**src/rtl/uart_loader_pkg.sv**
```systemverilog
// Shared constants and state type for the UART Lite byte loader.
// UART Lite register map, status/control bit values and the loader FSM states.
package uart_loader_pkg;

  localparam logic [3:0] RX_FIFO = 4'h0;
  localparam logic [3:0] TX_FIFO = 4'h4;
  localparam logic [3:0] STAT    = 4'h8;
  localparam logic [3:0] CTRL    = 4'hC;

  localparam int         RX_VALID  = 0;
  localparam logic [7:0] RST_FIFOS = 8'h03;
  localparam logic [1:0] RESP_OKAY = 2'b00;

  typedef enum logic [3:0] {
    IDLE,
    CFG_W,
    CFG_B,
    POLL_AR,
    POLL_R,
    DATA_AR,
    DATA_R,
    MEM_WR,
    DONE
  } state_t;

endpackage

```
**src/rtl/uart_rx_loader.sv**
```systemverilog
// AXI4-Lite master that resets a UART Lite, drains its RX FIFO and packs byte
// pairs little-endian into sequential memory words until LOAD_WORDS are written.
module uart_rx_loader
  import uart_loader_pkg::*;
#(
  parameter int C_M_AXI_ADDR_WIDTH = 4,
  parameter int C_M_AXI_DATA_WIDTH = 32,
  parameter int MEMORY_ADDR_WIDTH  = 18,
  parameter int MEMORY_DATA_WIDTH  = 16,
  parameter int LOAD_WORDS         = 262144
) (
  input  logic                              clk,
  input  logic                              resetn,
  input  logic                              UART_initialize,
  output logic [C_M_AXI_ADDR_WIDTH-1:0]     M_AXI_AWADDR,
  output logic                              M_AXI_AWVALID,
  input  logic                              M_AXI_AWREADY,
  output logic [C_M_AXI_DATA_WIDTH-1:0]     M_AXI_WDATA,
  output logic [C_M_AXI_DATA_WIDTH/8-1:0]   M_AXI_WSTRB,
  output logic                              M_AXI_WVALID,
  input  logic                              M_AXI_WREADY,
  input  logic [1:0]                        M_AXI_BRESP,
  input  logic                              M_AXI_BVALID,
  output logic                              M_AXI_BREADY,
  output logic [C_M_AXI_ADDR_WIDTH-1:0]     M_AXI_ARADDR,
  output logic                              M_AXI_ARVALID,
  input  logic                              M_AXI_ARREADY,
  input  logic [C_M_AXI_DATA_WIDTH-1:0]     M_AXI_RDATA,
  input  logic [1:0]                        M_AXI_RRESP,
  input  logic                              M_AXI_RVALID,
  output logic                              M_AXI_RREADY,
  output logic [MEMORY_ADDR_WIDTH-1:0]      mem_addr,
  output logic [MEMORY_DATA_WIDTH-1:0]      mem_wdata,
  output logic                              mem_we,
  output logic                              load_done,
  output logic                              axi_err
);

  localparam int AW  = C_M_AXI_ADDR_WIDTH;
  localparam int DW  = C_M_AXI_DATA_WIDTH;
  localparam int MAW = MEMORY_ADDR_WIDTH;

  // One extra count bit so that LOAD_WORDS == 2**MAW is reachable.
  localparam logic [MAW:0] LOAD_CNT = (MAW+1)'(LOAD_WORDS);

  state_t       state;
  logic [MAW:0] count;
  logic [7:0]   low_byte;
  logic         phase;
  logic         r_ok;
  logic         b_ok;
  logic [7:0]   rx_byte;
  logic         unused_rdata;

  assign r_ok         = (M_AXI_RRESP == RESP_OKAY);
  assign b_ok         = (M_AXI_BRESP == RESP_OKAY);
  assign rx_byte      = M_AXI_RDATA[7:0];
  assign unused_rdata = ^M_AXI_RDATA[DW-1:8];

  always_ff @(posedge clk or negedge resetn) begin
    if (!resetn) begin
      state         <= IDLE;
      count         <= '0;
      low_byte      <= '0;
      phase         <= 1'b0;
      M_AXI_AWADDR  <= '0;
      M_AXI_AWVALID <= 1'b0;
      M_AXI_WDATA   <= '0;
      M_AXI_WSTRB   <= '0;
      M_AXI_WVALID  <= 1'b0;
      M_AXI_BREADY  <= 1'b0;
      M_AXI_ARADDR  <= '0;
      M_AXI_ARVALID <= 1'b0;
      M_AXI_RREADY  <= 1'b0;
      mem_addr      <= '0;
      mem_wdata     <= '0;
      mem_we        <= 1'b0;
      load_done     <= 1'b0;
      axi_err       <= 1'b0;
    end else begin
      M_AXI_WSTRB <= '1;
      case (state)
        IDLE: begin
          if (UART_initialize) begin
            M_AXI_AWADDR  <= AW'(CTRL);
            M_AXI_WDATA   <= DW'(RST_FIFOS);
            M_AXI_AWVALID <= 1'b1;
            M_AXI_WVALID  <= 1'b1;
            state         <= CFG_W;
          end
        end
        CFG_W: begin
          // Each channel retires on its own handshake; advance once both have.
          if (M_AXI_AWVALID && M_AXI_AWREADY) M_AXI_AWVALID <= 1'b0;
          if (M_AXI_WVALID && M_AXI_WREADY)   M_AXI_WVALID  <= 1'b0;
          if ((!M_AXI_AWVALID || M_AXI_AWREADY) && (!M_AXI_WVALID || M_AXI_WREADY)) begin
            M_AXI_BREADY <= 1'b1;
            state        <= CFG_B;
          end
        end
        CFG_B: begin
          if (M_AXI_BVALID) begin
            if (!b_ok) axi_err <= 1'b1;
            M_AXI_BREADY  <= 1'b0;
            M_AXI_ARADDR  <= AW'(STAT);
            M_AXI_ARVALID <= 1'b1;
            state         <= POLL_AR;
          end
        end
        POLL_AR, DATA_AR: begin
          if (M_AXI_ARREADY) begin
            M_AXI_ARVALID <= 1'b0;
            M_AXI_RREADY  <= 1'b1;
            state         <= (state == POLL_AR) ? POLL_R : DATA_R;
          end
        end
        POLL_R: begin
          if (M_AXI_RVALID) begin
            if (!r_ok) axi_err <= 1'b1;
            M_AXI_RREADY  <= 1'b0;
            M_AXI_ARVALID <= 1'b1;
            if (r_ok && M_AXI_RDATA[RX_VALID]) begin
              M_AXI_ARADDR <= AW'(RX_FIFO);
              state        <= DATA_AR;
            end else begin
              M_AXI_ARADDR <= AW'(STAT);
              state        <= POLL_AR;
            end
          end
        end
        DATA_R: begin
          if (M_AXI_RVALID) begin
            M_AXI_RREADY <= 1'b0;
            if (!r_ok) begin
              axi_err       <= 1'b1;
              M_AXI_ARADDR  <= AW'(STAT);
              M_AXI_ARVALID <= 1'b1;
              state         <= POLL_AR;
            end else if (!phase) begin
              low_byte      <= rx_byte;
              phase         <= 1'b1;
              M_AXI_ARADDR  <= AW'(STAT);
              M_AXI_ARVALID <= 1'b1;
              state         <= POLL_AR;
            end else begin
              mem_wdata <= {rx_byte, low_byte};
              mem_we    <= 1'b1;
              phase     <= 1'b0;
              state     <= MEM_WR;
            end
          end
        end
        MEM_WR: begin
          mem_we   <= 1'b0;
          mem_addr <= mem_addr + MAW'(1);
          count    <= count + (MAW+1)'(1);
          if (count + (MAW+1)'(1) == LOAD_CNT) begin
            load_done <= 1'b1;
            state     <= DONE;
          end else begin
            M_AXI_ARADDR  <= AW'(STAT);
            M_AXI_ARVALID <= 1'b1;
            state         <= POLL_AR;
          end
        end
        DONE: begin
          if (UART_initialize) begin
            mem_addr      <= '0;
            count         <= '0;
            phase         <= 1'b0;
            load_done     <= 1'b0;
            M_AXI_AWADDR  <= AW'(CTRL);
            M_AXI_WDATA   <= DW'(RST_FIFOS);
            M_AXI_AWVALID <= 1'b1;
            M_AXI_WVALID  <= 1'b1;
            state         <= CFG_W;
          end
        end
        default: state <= IDLE;
      endcase
    end
  end

endmodule

```
**config.mk**
```make
export PLATFORM = sky130hd
export DESIGN_NAME = uart_rx_loader
export DESIGN_NICKNAME = d
export VERILOG_FILES = /design/src/rtl/uart_loader_pkg.sv /design/src/rtl/uart_rx_loader.sv
export SDC_FILE = /design/constraint.sdc
export NUM_CORES = 1
export LEC_CHECK = 0
export BUFFER_PORTS_ARGS = -buffer_cell sky130_fd_sc_hd__buf_2
export CAP_MARGIN = 40
export CORE_ASPECT_RATIO = 0.8
export CORE_UTILIZATION = 35
export CTS_CLUSTER_DIAMETER = 50
export DETAILED_ROUTE_END_ITERATION = 10
export SLEW_MARGIN = 20
export SYNTH_ARGS = -nofsm -noshare
export SYNTH_HDL_FRONTEND = slang
export SYNTH_SLANG_ARGS = --single-unit
```
**constraint.sdc**
```tcl
create_clock -name clk -period 2.5 [get_ports clk]
set_input_delay 0.125 -clock clk [delete_from_list [all_inputs] [get_ports clk]]
set_output_delay 0.125 -clock clk [all_outputs]
set_load 0.02 [all_outputs]
```
==> results.md <==
* Yosys top cell by area: dfrtp_1
* Drt pass-1 iters at 7
* Cell Area, Synth at 4230 sq um
* Setup violations, final at 0
* Power share of the sequential group at 36.3%
* CTS Buf Count at 9
* Final ANT Viol Nets at 0
* Synth warn at 0
* Final period util at 97.2%
* Clock share of power at 24.7%
* RePlAce Congestion at 0.816
* H-Tree Depth at 3
* Switching share of power at 38.4%
* Crit path to: M_AXI_ARADDR[3]
* Via/cell ratio at 4.93
* Internal at 3.23 mW
* Max_cap viols at 0
* PnR worst setup slack at 0.0692 ns
* Ranking of synthesized cells by area: dfrtp_1 46%, buf_4 7.6%, mux2_2 6.4%, nor2_1 3.8%, xor2_1 3.7%
* Critical Path Start: count[0]
* Die X at 125 um
* Max Clock Skew at 0.00839 ns
* Dpl hpwl at 6320 um
* Post-Synthesis Cells at 441
* WHS at 0.0370 ns
* Root Buffer: clkbuf_16
* #FFs+latches synth at 77
* Fmax at 411 MHz
* WL final at 9240 um
* Combinational Power Share at 39.0%
* Share of layout cells above drive strength 1 at 33.1%
* Tot GR Track Use at 15.1%
* RSZ-0062 raised after global routing: yes
* Startpoint Class: flip-flop
* TritonCTS clock tree: yes
* Crit path capture type: flip-flop
* Power Dens Cells at 1000 nW/um^2
* Pre-CTS setup slack at -0.00233 ns
* Placed Area at 4780 sq um
* Port-buffer cells at 70
* Primary FF master, synth: dfrtp_1
* Fin nets at 581
* Failing checks: DRC
* Seq/Total Area, Yosys at 45.5%
* Final instance area at 5230 sq um
* Hold WC Path Type: input port to flip-flop
* Worst reg2reg setup slack at 0.07 ns
* Worst path arrival time at 2.65 ns
* Per-cell routed wire length at 13.4 um
* Final Util at 44.9%
* Crit Path Max Fanout at 8
* Post-synth EDFFs at 0
* Static Leak at 2.51 nW
* Die area at 12,500 sq um
* Post-synth top cells: 77 x dfrtp_1, 43 x buf_4, 43 x nor2_1
* Worst skew pair latency at 0.33 ns
* Clock sinks at 77
* Worst EP required at 2.72 ns
* Total grt overflow at 0
* Fin. max-slew vios at 0
* Syn avg cell area at 9.60 sq um
* Cells on worst reg2reg path at 8
* Initial DRC count at 223
* R2R Path End: M_AXI_ARADDR[3]
* Largest net degree at the start of global routing at 45
* First-pass GRT wire length at 15,200 um
* P_sw at 2.02 mW
* Share of Yosys cell area claimed by the top area cell type at 45.5%
* DRC viols at 19
* Buffer levels on the longest clock path at 2
* Most frequent cell after synthesis: dfrtp_1
* Outcome: finished with violations
* Fin. Hold Viols at 0
* Row count at 35
* Yosys cell types at 59
* Vias at 3,393
* Maximum VDD drop at 0.441 mV
* Worst r2r src: count[0]
* Async set-reset flop share out of synthesis at 100%
* CTS clk-pin slew, worst paths at 0.06 ns
* Area Growth Syn to Fin at 23.6%
* Vias in the first global route at 3,119
* Crit path kind: flip-flop to flip-flop
* Antenna diodes at 0
* Core area at 11,600 sq um
* Antenna violations before repair at 0
* Chip Height at 100 um
* Power Total at 5.25 mW
* Initial Utilization at 36.3%
* Top Ports at 130
* Crit path time final at 2.43 ns
[worst min path at each step]
stage                   startpoint         endpoint  slack, ns  depth (start not counted)
floorplan                   resetn  M_AXI_ARADDR[3]      -0.17                          0
global placement            resetn    mem_wdata[11]       0.34                          1
detailed placement          resetn    mem_wdata[11]       0.11                          1
CTS                 M_AXI_RDATA[1]      low_byte[1]       0.03                          2
global route        M_AXI_RDATA[5]    mem_wdata[13]       0.03                          2
finish              M_AXI_RDATA[5]    mem_wdata[13]       0.04                          2
[worst max-delay path: stages, from the launching register on]
cell     delay [ns]
dfrtp_1        0.36
ha_2           0.21
nand4_4        0.15
or4_4          0.59
o21a_1         0.23
o21ai_2        0.19
nor4_4         0.06
or3b_1         0.35
a22o_1         0.18
[power by group through the flow]
stage / sequential, mW / clock [mW] / combinational (mW)
finish: 1.91 / 1.30 / 2.05
global route: 1.96 / 1.40 / 2.24
CTS: 1.89 / 1.34 / 1.96
detailed placement: 1.90 / 0 / 1.94
global placement: 1.89 / 0 / 1.90
floorplan: 2.00 / 0 / 1.27
[routing by layer]
layer / GRT usage, % / part of all wire (%)
met5: 0 / 0
met4: 4.78 / 0.87
met3: 3.84 / 3.5
met2: 23.3 / 45
met1: 20.7 / 50
[state kept, by name, summed over array words and instances, names as in the netlist, 4 cells and up]
name,flops
mem_addr,18
count,19
mem_wdata,16
state,4
low_byte,8
[cell families after synthesis]
logic type      count (synthesis)  share of synthesized area, %
mux                            25                          6.62
buf+inv                        73                          10.6
flops                          77                          45.5
compound gates                 79                          11.5
simple gates                  159                          20.0
fa+ha+maj                       2                         0.591
xor+xnor                       24                          4.96
other cells                     2                         0.177
[layout make-up]
cell class,count,area [sq um]
Clock buffer,10,229
Multi-Input combinational cell,325,2080
Timing Repair Buffer,114,706
Clock inverter,6,70.1
Sequential cell,77,1930
Tap cell,148,185
Inverter,8,30.0
Fill cell,1086,6420
[metrics by stage]
step | instances | setup TNS (ns)
finish | 688 | 0
global route | 688 | -0.0176
CTS | 683 | -0.00334
detailed placement | 666 | -0.00233
global placement | 665 | 0
floorplan | 475 | 0
[repair_timing]
action	in CTS	in global routing
hold endpoints to repair	33	0
hold buffers	1	0
setup buffers	0	5
pin swaps	0	4
setup endpoints to repair	2	6
resized for setup	3	17
[cells in the final DEF, fill, tap and decap left out, drive strengths merged, types with 4 or more instances in the layout]
cell type  Yosys  layout
a21o           4       4
a21oi         19      19
a31oi          4       4
buf           48     113
clkbuf        17      10
conb           2      36
dfrtp         77      77
inv            8      10
mux2          24      24
nand2         41      41
nand3         15      15
nand4         12      12
nand4b         4       4
nor2          43      43
nor3          11      11
nor4           8       8
o21ai         29      29
xnor2          6       6
xor2          18      18
No activity file was read; power rests on OpenSTA's default activity.
